===== src/rtl/ws2812_pkg.sv =====
// Shared types and default timing for the WS2812 single-wire LED driver.
package ws2812_pkg;

  localparam int unsigned BITS_PER_LED = 24;

  localparam int unsigned DEF_T_BIT    = 13;
  localparam int unsigned DEF_T0H      = 4;
  localparam int unsigned DEF_T1H      = 8;
  localparam int unsigned DEF_T_LATCH  = 600;

  typedef enum logic [1:0] {
    IDLE  = 2'd0,
    SEND  = 2'd1,
    LATCH = 2'd2
  } state_t;

  // One LED colour in wire order: green first, MSB first.
  typedef struct packed {
    logic [7:0] g;
    logic [7:0] r;
    logic [7:0] b;
  } grb_t;

  // Counter width able to hold 0..n-1, never narrower than one bit.
  function automatic int unsigned cnt_width(input int unsigned n);
    return (n > 1) ? $clog2(n) : 1;
  endfunction

endpackage


===== src/rtl/ws2812_bit_timer.sv =====
// Produces the pulse-width-coded waveform of one data bit over T_BIT cycles.
module ws2812_bit_timer
  import ws2812_pkg::*;
#(
  parameter int unsigned T_BIT = DEF_T_BIT,
  parameter int unsigned T0H   = DEF_T0H,
  parameter int unsigned T1H   = DEF_T1H
) (
  input  logic clk,
  input  logic reset,
  input  logic start,
  input  logic bit_val,
  output logic level,
  output logic bit_end_c
);

  localparam int unsigned CW = cnt_width(T_BIT);
  localparam logic [CW-1:0] LAST_CYC = CW'(T_BIT - 1);
  localparam logic [CW-1:0] HI0      = CW'(T0H);
  localparam logic [CW-1:0] HI1      = CW'(T1H);

  logic          active;
  logic          bit_q;
  logic [CW-1:0] cyc;
  logic [CW-1:0] cyc_nxt;

  assign bit_end_c = active && (cyc == LAST_CYC);
  assign cyc_nxt   = cyc + CW'(1);

  // level is registered from the upcoming cycle count so it lines up with cyc.
  always_ff @(posedge clk) begin
    if (reset) begin
      active <= 1'b0;
      bit_q  <= 1'b0;
      cyc    <= '0;
      level  <= 1'b0;
    end else if (start) begin
      active <= 1'b1;
      bit_q  <= bit_val;
      cyc    <= '0;
      level  <= 1'b1;  // cycle 0 is always high since T0H > 0
    end else if (bit_end_c) begin
      active <= 1'b0;
      cyc    <= '0;
      level  <= 1'b0;
    end else if (active) begin
      cyc    <= cyc_nxt;
      level  <= (cyc_nxt < (bit_q ? HI1 : HI0));
    end
  end

endmodule


===== src/rtl/ws2812_driver.sv =====
// Serialises one GRB colour onto a WS2812 data line, then holds the line low to latch.
module ws2812_driver
  import ws2812_pkg::*;
#(
  parameter int unsigned T_BIT   = DEF_T_BIT,
  parameter int unsigned T0H     = DEF_T0H,
  parameter int unsigned T1H     = DEF_T1H,
  parameter int unsigned T_LATCH = DEF_T_LATCH
) (
  input  logic       clk,
  input  logic       reset,
  input  logic [7:0] red,
  input  logic [7:0] green,
  input  logic [7:0] blue,
  input  logic       valid,
  output logic       ready,
  output logic       busy,
  output logic       frame_done,
  output logic       dout
);

  localparam int unsigned LW = cnt_width(T_LATCH);
  localparam logic [LW-1:0] LAST_LATCH = LW'(T_LATCH - 1);
  localparam logic [4:0]    LAST_BIT   = 5'(BITS_PER_LED - 1);

  if (!((T0H > 0) && (T0H < T1H) && (T1H < T_BIT) && (T_LATCH >= 1))) begin : g_bad_timing
    $error("ws2812_driver: illegal timing parameters");
  end

  state_t                  state;
  logic [BITS_PER_LED-1:0] shreg;
  logic [4:0]              bit_idx;
  logic [LW-1:0]           latch_cnt;
  logic [LW-1:0]           latch_nxt;
  grb_t                    load_c;
  logic                    accept_c;
  logic                    last_bit_c;
  logic                    start_c;
  logic                    bit_val_c;
  logic                    bit_end_c;

  assign load_c     = '{g: green, r: red, b: blue};
  assign accept_c   = (state == IDLE) && valid && ready;
  assign last_bit_c = (bit_idx == LAST_BIT);
  assign start_c    = accept_c || ((state == SEND) && bit_end_c && !last_bit_c);
  // On accept the first bit comes straight from the inputs; later bits are the next shreg bit.
  assign bit_val_c  = accept_c ? green[7] : shreg[BITS_PER_LED-2];
  assign latch_nxt  = latch_cnt + LW'(1);

  ws2812_bit_timer #(
    .T_BIT (T_BIT),
    .T0H   (T0H),
    .T1H   (T1H)
  ) u_bit_timer (
    .clk       (clk),
    .reset     (reset),
    .start     (start_c),
    .bit_val   (bit_val_c),
    .level     (dout),
    .bit_end_c (bit_end_c)
  );

  // Frame sequencing with registered handshake and status outputs.
  always_ff @(posedge clk) begin
    if (reset) begin
      state      <= IDLE;
      shreg      <= '0;
      bit_idx    <= '0;
      latch_cnt  <= '0;
      ready      <= 1'b0;
      busy       <= 1'b0;
      frame_done <= 1'b0;
    end else begin
      case (state)
        IDLE: begin
          if (accept_c) begin
            state   <= SEND;
            shreg   <= load_c;
            bit_idx <= '0;
            ready   <= 1'b0;
            busy    <= 1'b1;
          end else begin
            ready   <= 1'b1;
          end
        end
        SEND: begin
          if (bit_end_c) begin
            if (last_bit_c) begin
              state      <= LATCH;
              latch_cnt  <= '0;
              frame_done <= (LAST_LATCH == '0);
            end else begin
              shreg   <= {shreg[BITS_PER_LED-2:0], 1'b0};
              bit_idx <= bit_idx + 5'd1;
            end
          end
        end
        LATCH: begin
          if (latch_cnt == LAST_LATCH) begin
            state      <= IDLE;
            ready      <= 1'b1;
            busy       <= 1'b0;
            frame_done <= 1'b0;
          end else begin
            latch_cnt  <= latch_nxt;
            frame_done <= (latch_nxt == LAST_LATCH);
          end
        end
        default: begin
          state      <= IDLE;
          ready      <= 1'b0;
          busy       <= 1'b0;
          frame_done <= 1'b0;
        end
      endcase
    end
  end

endmodule


===== config.mk =====
export PLATFORM = sky130hd
export DESIGN_NAME = ws2812_driver
export DESIGN_NICKNAME = d
export VERILOG_FILES = /design/src/rtl/ws2812_pkg.sv /design/src/rtl/ws2812_bit_timer.sv /design/src/rtl/ws2812_driver.sv
export SDC_FILE = /design/constraint.sdc
export NUM_CORES = 1
export LEC_CHECK = 0
export ABC_AREA = 1
export CAP_MARGIN = 10
export CORE_MARGIN = 3
export CORE_UTILIZATION = 40
export DETAILED_ROUTE_END_ITERATION = 12
export PLACE_DENSITY_LB_ADDON = 0.25
export SLEW_MARGIN = 40
export SYNTH_ARGS = -nofsm -noshare
export SYNTH_HDL_FRONTEND = slang
export SYNTH_HIERARCHICAL = 1
export SYNTH_SLANG_ARGS = --single-unit

===== constraint.sdc =====
create_clock -name clk -period 4.95 [get_ports clk]
set_clock_uncertainty 0.2 [all_clocks]
set_input_delay 0.99 -clock clk [delete_from_list [all_inputs] [get_ports clk]]
set_output_delay 0.99 -clock clk [all_outputs]
set_load 0.02 [all_outputs]

==> impl_metrics.json, run 1 <==
{
  "synth_top_family_by_area": "simple AND/OR/NAND/NOR gates",
  "dpl_cell_area_um2": 2780,
  "cp-endpoint": "bit_idx[3]$_SDFFE_PP0P_",
  "drcViolationCount": 0,
  "fillers": 604,
  "muxShareOfSynthArea_pct": 0,
  "synth_nets": 392,
  "grt_pass1_wl_um": 9142,
  "layout.cells.non_filler": 456,
  "synth-simple-area-share_pct": 28.35,
  "arrival_ps": 2930,
  "crit_start": "reset",
  "synth_top_cell_by_area": "dfxtp_1",
  "viasPerCell": 5.002,
  "worstHoldPathCells": 2,
  "reg2reg_from": "state[1]$_SDFFE_PP0P_",
  "cp_data_required_time_ps": 4980,
  "antenna_cells": 0,
  "cts-resized-gates": 0,
  "min_period_ps": 2900,
  "max_stage_delay_ps": 790,
  "num_vias": 2281,
  "die_y_um": 84.26,
  "syn_avg_cell_area_um2": 6.824,
  "io_buffers": 30,
  "cts_hold_buffers": 0,
  "die_x_um": 84.26,
  "synthAdderAreaFrac_pct": 3.064,
  "final_common_cell": "nand2_1",
  "cp-start-kind": "input port",
  "post_cts_buffers": 0,
  "cts_root_buf": "clkbuf_8",
  "fmax_mhz": 344.8,
  "slew_headroom_pct": 50.21,
  "place.gp.congestion": 0.8221,
  "clock_sinks": 50,
  "synth-xor-area-share_pct": 1.073,
  "worst_r2r_path_depth": 7,
  "final_cell_mix": "113 x nand2_1, 50 x dfxtp_1, 35 x nor2_1",
  "power_mw": 1.229,
  "crit_fanout": 27,
  "track_usage_pct": 15.04,
  "cts_htree_levels": 2,
  "first_global_vias": 2131,
  "drt.antenna.violating_nets": 0,
  "reg2reg_slack_ps": 2610,
  "synthTopCellsByArea": "dfxtp_1 41%, nand2_1 17%, o21ai_0 5.7%, a31oi_1 5.6%, nor2_1 5.4%",
  "core_um2": 5709,
  "worstSetupPathType": "in2reg",
  "fin_util_pct": 50.30,
  "syn_to_final_growth_pct": 17.21,
  "worstSkewPairLatency_ps": 300,
  "synth_top_area_share_pct": 40.86,
  "path_cells": "clkdlybuf4s50_1, inv_1, nand2_1, nor3_1",
  "maxCapViolations": 0,
  "rsz0062_at_grt": "no",
  "dpl.cell_count": 448,
  "drive_gt1_share_pct": 4.688,
  "cts_buffer_depth": 2,
  "synth_cell_types": 28,
  "synth-seq-cells": 50,
  "synth_cells": 359,
  "grt-ovfl-total": 0,
  "die_area_um2": 7100,
  "hpwl_um": 3563,
  "antenna_found_initial": 0,
  "ir_drop_uv": 226.3,
  "cp-end-kind": "flip-flop",
  "start_util_pct": 42.91,
  "leakage_nw": 1.136,
  "status": "finished clean",
  "slew_violations": 0,
  "grt_max_degree": 55,
  "cts_buffers": 5,
  "clk_pin_slew_ps": 90,
  "wirelength_um": 5128,
  "synth_compound_area_share_pct": 18.69,
  "drt_iter0_markers": 106,
  "io_pins": 31,
  "r2r-end": "latch_cnt[0]$_SDFFE_PP0P_",
  "period_share_pct": 58.59,
  "slowest_stage": "clkdlybuf4s50_1",
  "first_pass_iters": 4,
  "setup_viol": 0,
  "p_per_area_nw_per_um2": 428.0,
  "worstMarginPinSlew_ps": 744.6,
  "nets": 416,
  "hold_viol": 0,
  "routedWlPerCell_um": 11.25,
  "hold_path_class": "reg2reg",
  "netlist_area_um2": 2450,
  "fin_tns_setup_ps": 0,
  "std_cell_rows": 27,
  "cts_tree": "built",
  "synth_seq_area_share_pct": 40.86,
  "stdcell_area_um2": 2872,
  "yosys_warnings": 6
}
-- state kept, by name (all words and copies together), names as in the netlist --
register            count
frame_done              1
state                   2
busy                    1
ready                   1
u_bit_timer/cyc         4
shreg                  23
u_bit_timer/bit_q       1
u_bit_timer/active      1
latch_cnt              10
u_bit_timer/level       1
bit_idx                 5
-- layer usage --
metal	global-route usage, %	part of all wire (%)	vias up
met5	0	0	-
met4	4.532	1.1	0
met3	2.257	2.9	6
met2	24.18	45	31
met1	20.83	51	1028
li1	-	-	1216
-- power by group --
group	switching [mW]	internal, mW
combinational	0.282	0.152
clock	0.130	0.113
sequential	0.0626	0.490
-- worst min path at each step --
stage	startpoint	endpoint	slack, ps
4_1_cts	shreg[0]$_SDFFE_PP0P_	shreg[0]$_SDFFE_PP0P_	280
3_5_place_dp	shreg[0]$_SDFFE_PP0P_	shreg[0]$_SDFFE_PP0P_	260
5_1_grt	busy$_SDFFE_PP0P_	busy$_SDFFE_PP0P_	290
2_1_floorplan	shreg[0]$_SDFFE_PP0P_	shreg[0]$_SDFFE_PP0P_	230
6_report	shreg[0]$_SDFFE_PP0P_	shreg[0]$_SDFFE_PP0P_	270
3_3_place_gp	shreg[0]$_SDFFE_PP0P_	shreg[0]$_SDFFE_PP0P_	260
-- metrics by stage --
| step | setup slack (ps) | hold WS, ps |
|---|---|---|
| floorplan | 2865 | 234.0 |
| global placement | 1752 | 257.8 |
| detailed placement | 1709 | 262.3 |
| CTS | 2034 | 275.2 |
| global route | 1818 | 294.2 |
| finish | 2050 | 271.1 |
-- Yosys cell counts --
cell and instances:
nor3_1 3, dfxtp_1 50, xnor2_1 1, buf_4 3, a31oi_1 22, o211ai_1 1
a21oi_1 21, nand2_2 1, o21ai_0 28, o21ai_2 2, nor2_2 1, nand3b_1 2
nor2_1 35, inv_1 31, nand2_1 113, clkbuf_1 8, o21bai_1 1, ha_1 6
inv_2 3, a211oi_1 1, buf_2 3, nand3_1 14, nor2_8 1, o21ai_1 2
xor2_1 2, nand4_1 1, a21oi_2 2, a21boi_0 1
-- area by class of cell --
cell class	instances	area, um^2	share of cell area [%]
clock buffer	7	86.33	3.007
clock inverter	1	5.005	0.1743
inverter	34	127.6	4.444
multi-input combinational	261	1254	43.66
sequential	50	1001	34.86
tap	72	90.09	3.137
timing repair buffer	31	307.8	10.72
-- cell families after synthesis --
group           count (synthesis)
xor+xnor                        3
compound gates                 81
simple gates                  171
fa+ha+maj                       6
buf+inv                        48
flops                          50
-- worst max-delay path: cells and delay by family --
| kind | cells | cell delay [ps] |
|---|---|---|
| buffers and inverters | 2 | 1490 |
| AND/OR/NAND/NOR | 2 | 440 |
No activity file was read; power rests on OpenSTA's default activity.
==> run 2, diff against run 1 <==
==> constraint.sdc (replaced) <==
create_clock -name clk -period 2.8 [get_ports clk]
set_clock_uncertainty 0.2 [all_clocks]
set_input_delay 0.56 -clock clk [delete_from_list [all_inputs] [get_ports clk]]
set_output_delay 0.56 -clock clk [all_outputs]
set_load 0.02 [all_outputs]
==> run 2 against run 1 <==
  * Final cell count is 1.5% higher
  * Setup slack worse by 1500 ps
  * Non-clock buffer count is 7 higher
  * Final area is 2.8% higher
  * Worst hold slack worse by 0.87 ps
  * Critical endpoint is now shreg[14]$_SDFFE_PP0P_
  * Largest cell class unchanged
  * Largest power group unchanged
==> impl_metrics.json, run 2 (same netlist as run 1, synthesis figures left out) <==
{
  "status": "finished clean",
  "p_per_area_nw_per_um2": 763.0,
  "min_period_ps": 2221,
  "cts_buffers": 5,
  "hold_viol": 0,
  "grt_pass1_wl_um": 8887,
  "cp_data_required_time_ps": 2830,
  "largest_register": "shreg",
  "num_vias": 2271,
  "largest_reg_flops": 23,
  "viasPerCell": 4.905,
  "die_y_um": 84.26,
  "path_cells": "inv_1, ha_1, nand4_1, inv_1, inv_1, o21ai_4, buf_12, o21ai_0, a31oi_1",
  "drt.antenna.violating_nets": 0,
  "drcViolationCount": 0,
  "wirelength_um": 5127,
  "crit_fanout": 28,
  "routedWlPerCell_um": 11.07,
  "std_cell_rows": 27,
  "io_buffers": 30,
  "grt-ovfl-total": 0,
  "cts_root_buf": "clkbuf_8",
  "cts_tree": "built",
  "place.gp.congestion": 0.8159,
  "final_common_cell": "nand2_1",
  "fmax_mhz": 450.3,
  "worstMarginPinSlew_ps": 658.1,
  "crit_top_cell": "inv_1",
  "die_area_um2": 7100,
  "grt_max_degree": 29,
  "nets": 423,
  "final_cell_mix": "113 x nand2_1, 50 x dfxtp_1, 35 x nor2_1",
  "track_usage_pct": 14.91,
  "leakage_nw": 1.177,
  "fin_tns_setup_ps": 0,
  "hpwl_um": 3651,
  "rsz0062_at_grt": "no",
  "antenna_found_initial": 0,
  "cp-start-kind": "flip-flop",
  "core_um2": 5709,
  "top_regs": "shreg: 23 flops, latch_cnt: 10 flops, bit_idx: 5 flops",
  "start_util_pct": 42.91,
  "worstSetupPathType": "reg2reg",
  "period_share_pct": 79.30,
  "slowest_stage": "o21ai_4",
  "ir_drop_uv": 400.1,
  "setup_viol": 0,
  "maxCapViolations": 0,
  "slew_headroom_pct": 55.96,
  "first_global_vias": 2007,
  "reg2reg_from": "u_bit_timer/cyc[0]$_SDFFE_PP0P_",
  "slew_violations": 0,
  "cts_hold_buffers": 0,
  "cts-resized-gates": 0,
  "clk_pin_slew_ps": 90,
  "cp-end-kind": "flip-flop",
  "arrival_ps": 2250,
  "max_stage_delay_ps": 550,
  "drt_iter0_markers": 167,
  "io_pins": 31,
  "fin_util_pct": 51.72,
  "cts_buffer_depth": 2,
  "post_cts_buffers": 0,
  "antenna_cells": 0,
  "clock_sinks": 50,
  "cts_htree_levels": 2,
  "crit_start": "u_bit_timer/cyc[0]$_SDFFE_PP0P_",
  "hp-start": "shreg[0]$_SDFFE_PP0P_",
  "first_pass_iters": 4,
  "path_buf_inv": 4,
  "worstSkewPairLatency_ps": 310,
  "die_x_um": 84.26,
  "syn_to_final_growth_pct": 20.53,
  "power_mw": 2.253,
  "critPathTopFamily": "compound AO/OA/AOI/OAI gates",
  "drive_gt1_share_pct": 6.650,
  "hold_path_class": "reg2reg"
}
## run 2: per-stage QoR
step | hold WS, ps | instances | instance area, um^2 | worst slack [ps]
finish | 270.3 | 463 | 2953 | 579.5
global route | 285.4 | 463 | 2953 | 314.5
CTS | 274.3 | 463 | 2953 | 591.1
detailed placement | 264.1 | 455 | 2853 | 582.1
global placement | 257.3 | 455 | 2845 | 393.5
floorplan | 234.0 | 359 | 2450 | 998.1
## run 2: per-layer routing
layer / routed length (um) / global-route usage, % / part of all wire, % / vias up
met5: 0 / 0 / 0 / -
met4: 63 / 4.386 / 1.2 / 0
met3: 205 / 3.238 / 4.0 / 4
met2: 2236 / 23.74 / 44 / 46
met1: 2621 / 20.26 / 51 / 988
li1: - / - / - / 1233
## run 2: worst paths after layout
kind         slack (ps)                      to  cells past startpoint
max                 580  shreg[14]$_SDFFE_PP0P_                      9
min                 270   shreg[0]$_SDFFE_PP0P_                      2
max reg2reg         580  shreg[14]$_SDFFE_PP0P_                      9
min reg2reg         270   shreg[0]$_SDFFE_PP0P_                      2
## run 2: tightest hold or removal path, cell delays in order (launching register included)
cell	delay, ps
dfxtp_1	320
nand2_1	60
a21oi_1	50
## run 2: where the power goes
part           internal, mW  leakage, nW  switching [mW]
combinational         0.311        0.718           0.518
sequential            0.866        0.407           0.104
clock                 0.204       0.0514           0.250
## run 2: area by class of cell
type                       instances  area (um^2)
sequential                        50         1001
multi-input combinational        261         1261
inverter                          34        127.6
clock buffer                       6        82.58
timing repair buffer              38        372.9
tap                               72        90.09
fill                             588         2756
clock inverter                     2        17.52
